$ cat src/rtl/lsu_sequencer.sv
// Purpose : load/store sequencer between decode/control and data memory (req/gnt/rvalid).
// Latency : start -> done in 3 cycles minimum (REQ, RESP, DONE); faulting access done next cycle.
// Backpr. : o_busy stalls the pipeline in REQ/RESP; o_mem_req held until i_mem_gnt.
//
// Ports:
//   i_clk, i_rst                 clock, synchronous active-high reset
//   i_start, i_is_store, i_func3,
//   i_addr, i_wdata              access request, sampled when accepted (IDLE or DONE)
//   o_busy, o_done, o_rdata,
//   o_fault, o_fault_cause       pipeline status and extended load result
//   o_mem_req, o_mem_we, o_mem_be,
//   o_mem_addr, o_mem_wdata      memory request side
//   i_mem_gnt, i_mem_rvalid,
//   i_mem_rdata                  memory grant / response side
module lsu_sequencer #(
  parameter int TIMEOUT = 16,
  parameter int CNT_W   = 5
) (
  input  logic        i_clk,
  input  logic        i_rst,
  input  logic        i_start,
  input  logic        i_is_store,
  input  logic [2:0]  i_func3,
  input  logic [31:0] i_addr,
  input  logic [31:0] i_wdata,
  output logic        o_busy,
  output logic        o_done,
  output logic [31:0] o_rdata,
  output logic        o_fault,
  output logic [1:0]  o_fault_cause,
  output logic        o_mem_req,
  output logic        o_mem_we,
  output logic [3:0]  o_mem_be,
  output logic [31:0] o_mem_addr,
  output logic [31:0] o_mem_wdata,
  input  logic        i_mem_gnt,
  input  logic        i_mem_rvalid,
  input  logic [31:0] i_mem_rdata
);

  typedef enum logic [1:0] {
    S_IDLE = 2'd0,
    S_REQ  = 2'd1,
    S_RESP = 2'd2,
    S_DONE = 2'd3
  } state_t;

  localparam logic [1:0] C_NONE    = 2'b00;
  localparam logic [1:0] C_MISALGN = 2'b01;
  localparam logic [1:0] C_ILLEGAL = 2'b10;
  localparam logic [1:0] C_TIMEOUT = 2'b11;

  state_t            r_state;
  logic [CNT_W-1:0]  r_cnt;
  logic              r_is_store;
  logic [2:0]        r_func3;
  logic [1:0]        r_lane;
  logic [31:0]       r_rdata;
  logic              r_fault;
  logic [1:0]        r_cause;
  logic              r_mem_we;
  logic [3:0]        r_mem_be;
  logic [31:0]       r_mem_addr;
  logic [31:0]       r_mem_wdata;

  logic              w_illegal;
  logic              w_misalign;
  logic              w_fault;
  logic [1:0]        w_cause;
  logic [3:0]        w_be;
  logic [31:0]       w_wdata;
  logic [7:0]        w_byte;
  logic [15:0]       w_half;
  logic [31:0]       w_load;
  logic              w_tmo;
  logic [CNT_W-1:0]  w_cnt_inc;

  // ---------------------------------------------------------------------------
  // Request decode on the incoming (not yet latched) fields
  // ---------------------------------------------------------------------------
  // Stores only have sb/sh/sw (000..010); loads additionally have lbu/lhu (100/101).
  always_comb begin
    if (i_is_store) begin
      w_illegal = i_func3[2] | (i_func3[1:0] == 2'b11);
    end else begin
      w_illegal = (i_func3 == 3'b011) | (i_func3[2:1] == 2'b11);
    end
  end

  // func3[1:0] encodes the access size for every legal code (00 byte, 01 half, 10 word).
  always_comb begin
    w_misalign = 1'b0;
    if (i_func3[1:0] == 2'b01) begin
      w_misalign = i_addr[0];
    end else if (i_func3[1:0] == 2'b10) begin
      w_misalign = (i_addr[1:0] != 2'b00);
    end
  end

  // Illegal func3 outranks misalignment in the reported cause.
  always_comb begin
    w_fault = w_illegal | w_misalign;
    if (w_illegal) begin
      w_cause = C_ILLEGAL;
    end else if (w_misalign) begin
      w_cause = C_MISALGN;
    end else begin
      w_cause = C_NONE;
    end
  end

  always_comb begin
    case (i_func3[1:0])
      2'b00:   w_be = 4'b0001 << i_addr[1:0];
      2'b01:   w_be = i_addr[1] ? 4'b1100 : 4'b0011;
      default: w_be = 4'b1111;
    endcase
  end

  // Data is replicated across all lanes so the memory just applies byte enables.
  always_comb begin
    case (i_func3[1:0])
      2'b00:   w_wdata = {4{i_wdata[7:0]}};
      2'b01:   w_wdata = {2{i_wdata[15:0]}};
      default: w_wdata = i_wdata;
    endcase
  end

  // ---------------------------------------------------------------------------
  // Load result extraction using the latched lane and width
  // ---------------------------------------------------------------------------
  always_comb begin
    case (r_lane)
      2'd0:    w_byte = i_mem_rdata[7:0];
      2'd1:    w_byte = i_mem_rdata[15:8];
      2'd2:    w_byte = i_mem_rdata[23:16];
      default: w_byte = i_mem_rdata[31:24];
    endcase
    w_half = r_lane[1] ? i_mem_rdata[31:16] : i_mem_rdata[15:0];
  end

  always_comb begin
    case (r_func3)
      3'b000:  w_load = {{24{w_byte[7]}}, w_byte};
      3'b001:  w_load = {{16{w_half[15]}}, w_half};
      3'b100:  w_load = {24'd0, w_byte};
      3'b101:  w_load = {16'd0, w_half};
      default: w_load = i_mem_rdata;
    endcase
  end

  // Counter is 0 in the first REQ cycle, so TIMEOUT-1 marks the last allowed cycle.
  assign w_tmo     = (r_cnt == CNT_W'(TIMEOUT - 1));
  assign w_cnt_inc = r_cnt + CNT_W'(1);

  // ---------------------------------------------------------------------------
  // Sequencer FSM with registered outputs
  // ---------------------------------------------------------------------------
  always_ff @(posedge i_clk) begin
    if (i_rst) begin
      r_state     <= S_IDLE;
      r_cnt       <= '0;
      r_is_store  <= 1'b0;
      r_func3     <= 3'd0;
      r_lane      <= 2'd0;
      r_rdata     <= 32'd0;
      r_fault     <= 1'b0;
      r_cause     <= C_NONE;
      r_mem_we    <= 1'b0;
      r_mem_be    <= 4'd0;
      r_mem_addr  <= 32'd0;
      r_mem_wdata <= 32'd0;
    end else begin
      // fault/cause only ever show alongside done
      r_fault <= 1'b0;
      r_cause <= C_NONE;
      case (r_state)
        S_IDLE, S_DONE: begin
          if (i_start) begin
            r_cnt      <= '0;
            r_is_store <= i_is_store;
            r_func3    <= i_func3;
            r_lane     <= i_addr[1:0];
            if (w_fault) begin
              r_state <= S_DONE;
              r_fault <= 1'b1;
              r_cause <= w_cause;
              r_rdata <= 32'd0;
            end else begin
              r_state     <= S_REQ;
              r_mem_we    <= i_is_store;
              r_mem_be    <= w_be;
              r_mem_addr  <= {i_addr[31:2], 2'b00};
              r_mem_wdata <= w_wdata;
            end
          end else begin
            r_state <= S_IDLE;
          end
        end

        S_REQ: begin
          // A grant in the final allowed cycle still loses to the timeout:
          // no response could arrive before the budget is spent.
          if (w_tmo) begin
            r_state <= S_DONE;
            r_fault <= 1'b1;
            r_cause <= C_TIMEOUT;
            r_rdata <= 32'd0;
          end else begin
            r_cnt <= w_cnt_inc;
            if (i_mem_gnt) begin
              r_state <= S_RESP;
            end
          end
        end

        S_RESP: begin
          // A response landing in the final allowed cycle completes normally.
          if (i_mem_rvalid) begin
            r_state <= S_DONE;
            r_rdata <= r_is_store ? 32'd0 : w_load;
          end else if (w_tmo) begin
            r_state <= S_DONE;
            r_fault <= 1'b1;
            r_cause <= C_TIMEOUT;
            r_rdata <= 32'd0;
          end else begin
            r_cnt <= w_cnt_inc;
          end
        end

        default: begin
          r_state <= S_IDLE;
        end
      endcase
    end
  end

  assign o_busy        = (r_state == S_REQ) || (r_state == S_RESP);
  assign o_done        = (r_state == S_DONE);
  assign o_mem_req     = (r_state == S_REQ);
  assign o_rdata       = r_rdata;
  assign o_fault       = r_fault;
  assign o_fault_cause = r_cause;
  assign o_mem_we      = r_mem_we;
  assign o_mem_be      = r_mem_be;
  assign o_mem_addr    = r_mem_addr;
  assign o_mem_wdata   = r_mem_wdata;

endmodule

$ cat config.mk
export PLATFORM = sky130hd
export DESIGN_NAME = lsu_sequencer
export DESIGN_NICKNAME = d
export VERILOG_FILES = /design/src/rtl/lsu_sequencer.sv
export SDC_FILE = /design/constraint.sdc
export NUM_CORES = 1
export LEC_CHECK = 0
export CELL_PAD_IN_SITES_DETAIL_PLACEMENT = 1
export CELL_PAD_IN_SITES_GLOBAL_PLACEMENT = 1
export CORE_UTILIZATION = 30
export DETAILED_ROUTE_END_ITERATION = 12
export PLACE_DENSITY_LB_ADDON = 0.1
export SLEW_MARGIN = 20
export SYNTH_ARGS = -nofsm -noshare
export SYNTH_HDL_FRONTEND = slang
export SYNTH_SLANG_ARGS = --single-unit
$ cat constraint.sdc
create_clock -name i_clk -period 4.85 [get_ports i_clk]
set_input_delay 0.485 -clock i_clk [delete_from_list [all_inputs] [get_ports i_clk]]
set_output_delay 0.485 -clock i_clk [all_outputs]
set_load 0.01 [all_outputs]
==> results.md, run 1 <==
- Status: completed
- Root buf cell: clkbuf_16
- Buffers on Ports: around 210
- Ports: 212
- Die area: 17580 um2
- Final Skew: about 0.016 ns
- Reg clk slew, reported paths: about 0.06 ns
- Hold_buf cts: 0
- HPWL after DPL: roughly 13 mm
- Total number of vias: between 4k and 5k
- Final WL: roughly 17 mm
- Final Util: 47.79%
- Post-synthesis average cell area: 8.701 um2
- Syn-to-layout area delta: 55.44%
- Setup Fix Bufs, Post-CTS: 0
- Most common cell after layout, fill and taps aside: clkdlybuf4s50_1
- Distinct cell type count after synthesis: between 40 and 50
- Gp weighted congestion: between 0.7 and 0.8
- Core Area: 16640 um2
- Maxcap violations: 0
- Area leader, netlist: dfxtp_1
- Post-synthesis sequential area ratio: between 40% and 50%
- Worst slew margin: about two fifths
- Slew @ Worst Pin: roughly 0.9 ns
- Vias in the first global route: around 5.2k
- Final Slew Violations: 0
- Layout cell share with drive strength beyond 1: 7.342%
- Fmax: 340.6 MHz
- DIE HEIGHT: roughly 130 um
- # fillers: 1875
- Total power: 3.540 mW
- Antenna violations before repair: 0
- Yosys warns: 0
- Tcrit/Tclk final: roughly 61%
- Worst skew pair latency: 0.42 ns
- Final Setup Violations: 0
- RSZ-0062 raised after global routing: false
- DRC viols: 0
- Commonest non-fill, non-tap cells in the layout: 208 x clkdlybuf4s50_1, 136 x nand2_1, 115 x dfxtp_1, 63 x a21oi_1, 34 x nor2_1
- Drt first pass iters: 4
- Antenna viol nets, final: 0
- Initial Util: between 30% and 40%
- CP arrival: between 3 and 4 ns
- Total leakage power: around 2.8 nW
- Critical path endpoint category: flop
- Drt via density: just under 5
- VDD IR max: approximately 0.27 mV
- DP Cell Count: slightly below 1k
- First-pass GRT wire length: between 20 and 30 mm
- TritonCTS clock tree: built
- Critical setup path kind: flop to flop
- Clk sinks: 115
- Cell Area, Synth: roughly 5000 um2
- GRT Residual Overflow: 0
- Top FF cell, synth: dfxtp_1
- Final worst path period need: between 2 and 3 ns
- Async SR Flop Fraction: 0%
- Layout Cells excl Fill: around 1.0k
- Gr usage total: between 20 and 25%
- # H-tree levels: 4
- Row count: 47
- PD cells: about 450 nW/um2
- Tightest Hold Check Type: flop to flop
- Largest net degree at the start of global routing: 74
- Final hold viol count: 0
- Max clock buf depth: 2
- Setup tns final: 0 ns
- Crit path max fanout: 73
- Area occupied by multi-input gates: 2527 um2
- Number of buffers created by CTS: 17
- Post-synth EDFFs: 0
- Horiz. Die Dim: 132.6 um
- Post-synthesis sequential element count: roughly 120
- Fin nets: 887
- 1st-iter DRT viols: roughly 160
- CP Launch Type: flop
- Antenna cells: 0
- Hold_ws: 0.4516 ns
- Worst EP required: ~5 ns
- Routed len/inst: 17.14 um
- Mapped Cells: 588
- Yosys top cell area share: around 45%
- # resized after CTS: 0
- Top cells by area, synth: dfxtp_1 45%, nand2_1 10%, a21oi_1 6.2%, mux2i_1 5.7%, a221o_1 3.1%
- Reg area: ~2300 um2
stage by stage:
| step | setup slack, ns | cell area, um2 |
|---|---|---|
| CTS | 1.900 | 7953 |
| global placement | 1.759 | 7282 |
| finish | 1.914 | 7953 |
| global route | 1.673 | 7953 |
| floorplan | 2.771 | 5120 |
| detailed placement | 1.605 | 7282 |
registers in the layout, indices dropped and copies added, names as in the netlist:
| register | flops |
|---|---|
| r_lane | 2 |
| o_mem_addr | 30 |
| o_fault | 1 |
| r_is_store | 1 |
| o_fault_cause | 2 |
| r_state | 2 |
| o_mem_be | 4 |
| o_mem_wdata | 32 |
| r_func3 | 3 |
| o_mem_we | 1 |
| o_rdata | 32 |
| r_cnt | 5 |
final timing paths:
kind | end | startpoint | slack, ns | cells after the start
worst min-delay path | o_mem_addr[2]$_SDFFE_PP0P_ | o_mem_addr[2]$_SDFFE_PP0P_ | 0.45 | 2
worst max register to register | o_mem_wdata[12]$_SDFFE_PP0P_ | r_state[0]$_SDFFE_PP0P_ | 1.91 | 7
worst min register to register | o_mem_addr[2]$_SDFFE_PP0P_ | o_mem_addr[2]$_SDFFE_PP0P_ | 0.45 | 2
worst max-delay path | o_mem_wdata[12]$_SDFFE_PP0P_ | r_state[0]$_SDFFE_PP0P_ | 1.91 | 7
critical path, stage by stage (launching register included):
cell,delay (ns)
dfxtp_1,0.38
inv_1,0.06
ha_1,0.47
nand2_1,0.33
a21oi_4,0.43
buf_4,0.65
nor2_1,0.10
a211oi_1,0.33
cell type report:
type / count / area share, %
Timing Repair Buffer: 214 / 26.71
Clock inverter: 9 / 2.171
Sequential cell: 115 / 28.95
Inverter: 14 / 0.6608
Clock buffer: 23 / 6.262
Multi-Input combinational cell: 415 / 31.78
Tap cell: 220 / 3.461
per-layer routing:
metal | vias to the layer above | wire length (um) | GRT usage (%)
li1 | 2442 | - | -
met3 | 17 | 1435 | 8.506
met1 | 2368 | 7391 | 23.66
met2 | 154 | 8217 | 33.07
met5 | - | 0 | 0
met4 | 0 | 271 | 7.535
cells in the mapped netlist (2+ instances only):
library cell	n
nand3_1	9
nand2b_1	20
a32o_1	8
nor3_1	3
dfxtp_1	115
o21a_1	2
ha_1	5
nand2_1	136
buf_6	5
or3_1	2
mux2_2	9
a2111oi_2	2
o21ai_0	7
clkbuf_1	19
buf_2	9
o211ai_1	16
and2_1	2
nand4_1	2
a211oi_1	21
mux2i_1	29
a21oi_1	63
a221o_1	16
nor2_1	34
buf_4	8
xor2_1	2
a21oi_2	2
o2111ai_1	6
inv_1	13
buf_1	3
a311oi_1	2
logic make-up (layout without fill, tap and decap cells):
family | after synthesis | after routing | share of synthesized area, %
fa+ha+maj | 5 | 5 | 1.223
flops | 115 | 115 | 45.00
mux | 39 | 39 | 8.095
compound gates | 152 | 152 | 21.06
buf+inv | 59 | 260 | 5.894
simple gates | 215 | 215 | 18.32
other cells | 1 | 2 | 0.07330
xor+xnor | 2 | 2 | 0.3424
power by group:
group | total [mW] | internal, mW | switching [mW] | leakage (nW)
clock network | 1.41 | 0.977 | 0.438 | 0.329
logic | 0.972 | 0.444 | 0.528 | 1.58
registers | 1.15 | 1.06 | 0.0917 | 0.934
total | 3.54 | 2.48 | 1.06 | 2.84
Power figures use the tool's default switching activity.
==> run 2: changes to the inputs <==
Clock period 4.85 ns to 2.8 ns, I/O delays scaled along.
==> run 2 against run 1 <==
- die area unchanged
- worst hold slack got worse by 0.31 ns
- wire length increased by 2.8%
- via count increased by 1.3%
- clock-buffer cell count decreased by 1
- largest cell class unchanged
- highest routed layer is now met5
==> results.md, run 2 (synthesis results as in run 1) <==
- PD cells: between 700 and 800 nW/um2
- Core Area: between 15000 and 20000 um2
- Antenna viol nets, final: 0
- Most common cell after layout, fill and taps aside: clkdlybuf4s50_1
- Final Slew Violations: 0
- Number of buffers created by CTS: 17
- Crit path max fanout: 25
- Gp weighted congestion: between 0.7 and 0.8
- Vias in the first global route: around 5.4k
- R2r setup slk: approximately 0.34 ns
- Layout Cells excl Fill: 1021
- Root buf cell: clkbuf_16
- Maxcap violations: 0
- Layout cell share with drive strength beyond 1: 8.489%
- Area occupied by multi-input gates: between 2000 and 3000 um2
- Ports: 212
- Antenna cells: 0
- Critical R2R Launch: r_state[0]$_SDFFE_PP0P_
- Total power: slightly below 6 mW
- Die area: roughly 18000 um2
- Worst hold endpoint: r_cnt[4]$_SDFFE_PP0P_
- DIE HEIGHT: between 100 and 150 um
- Hold Crit Start: i_rst
- Critical path endpoint category: flop
- Routed len/inst: roughly 17 um
- Fin nets: roughly 900
- Reg clk slew, reported paths: around 0.05 ns
- Final Skew: between 0.01 and 0.015 ns
- Worst EP required: about 3.1 ns
- Gr usage total: between 20% and 30%
- Setup Fix Bufs, Post-CTS: 0
- Final hold viol count: 0
- Worst slew margin: 41.51%
- Final worst path period need: between 2 and 2.5 ns
- Final WL: approximately 18 mm
- Buffers on Ports: 209
- # fillers: between 1.5k and 2k
- WHS Path Cells: 2
- # resized after CTS: 0
- Final Setup Violations: 0
- Commonest non-fill, non-tap cells in the layout: 208 x clkdlybuf4s50_1, 136 x nand2_1, 115 x dfxtp_1, 63 x a21oi_1, 34 x nor2_1
- Antenna violations before repair: 1
- Largest net degree at the start of global routing: 83
- Drt via density: roughly 4.9
- DP Cell Count: slightly below 1k
- Hold_buf cts: 0
- Syn-to-layout area delta: 56.25%
- # H-tree levels: 4
- Final Util: around half
- CP arrival: 2.75 ns
- GRT Residual Overflow: 0
- FF-to-FF path depth: 6
- Setup tns final: 0 ns
- DRC viols: 0
- TritonCTS clock tree: built
- Worst skew pair latency: ~0.42 ns
- RSZ-0062 raised after global routing: false
- Drt first pass iters: 5
- Tcrit/Tclk final: between 80 and 90%
- Post-Place Worst Slack: between 0.1 and 0.15 ns
- Worst r2r dst: o_rdata[28]$_SDFFE_PP0P_
- Tightest Hold Check Type: input pin to flop
- CP Launch Type: flop
- Final worst slack: ~0.34 ns
- Reg area: approximately 2300 um2
- VDD IR max: slightly below 0.4 mV
- First-pass GRT wire length: ~29 mm
- Slew @ Worst Pin: 0.8741 ns
- Initial Util: a little under a third
- Clk sinks: 115
- Max clock buf depth: 2
- Fmax: ~410 MHz
- 1st-iter DRT viols: around 150
- Status: completed
- Total number of vias: 5047
- HPWL after DPL: approximately 13 mm
- Total leakage power: 2.875 nW
- Row count: 47
- Critical setup path kind: flop to flop
- Horiz. Die Dim: 132.6 um
==> run 2: final cells by class <==
cell class,count,area share (%)
clock buffers,22,5.932
clock inverters,10,1.628
inverters,14,0.6574
multi-input cells,415,31.62
flip-flops and latches,115,28.80
well taps,220,3.443
repair buffers,225,27.92
==> run 2: routing by layer <==
| metal | vias up | wire, um | track usage, % |
|---|---|---|---|
| li1 | 2465 | - | - |
| met4 | 2 | 290 | 7.344 |
| met2 | 152 | 8541 | 35.38 |
| met5 | - | 13 | 0 |
| met1 | 2408 | 7571 | 24.02 |
| met3 | 20 | 1380 | 8.238 |
==> run 2: stage by stage <==
stage | instance area (um2) | hold slack [ns]
after floorplan | 5120 | 0.4160
after global placement | 7390 | 0.4419
after detailed placement | 7390 | 0.4489
after CTS | 7994 | 0.1244
after global routing | 7994 | 0.1363
final | 7994 | 0.1434
==> run 2: report_power, final <==
part	leakage [nW]	internal (mW)	switching, mW	total, mW
logic	1.65	0.814	0.938	1.75
registers	0.934	1.84	0.159	2.00
clock network	0.296	1.46	0.757	2.22
==> run 2: critical path: stages (launching register included) <==
cell and delay (ns):
dfxtp_1 0.38, inv_1 0.08, ha_1 0.44, nand2b_1 0.17, nor2_1 0.08, or3_1 0.71, a221o_1 0.47
==> run 2: worst max-delay path by stage <==
stage	start	end	slack [ns]	cells after the start
after floorplan	r_state[0]$_SDFFE_PP0P_	o_rdata[20]$_SDFFE_PP0P_	0.72	8
final	r_state[0]$_SDFFE_PP0P_	o_rdata[28]$_SDFFE_PP0P_	0.34	6
after global routing	r_state[0]$_SDFFE_PP0P_	o_rdata[24]$_SDFFE_PP0P_	0.18	6
after global placement	i_addr[0]	o_rdata[24]$_SDFFE_PP0P_	0.21	5
after CTS	r_state[0]$_SDFFE_PP0P_	o_rdata[28]$_SDFFE_PP0P_	0.33	6
after detailed placement	i_addr[0]	o_rdata[28]$_SDFFE_PP0P_	0.13	5
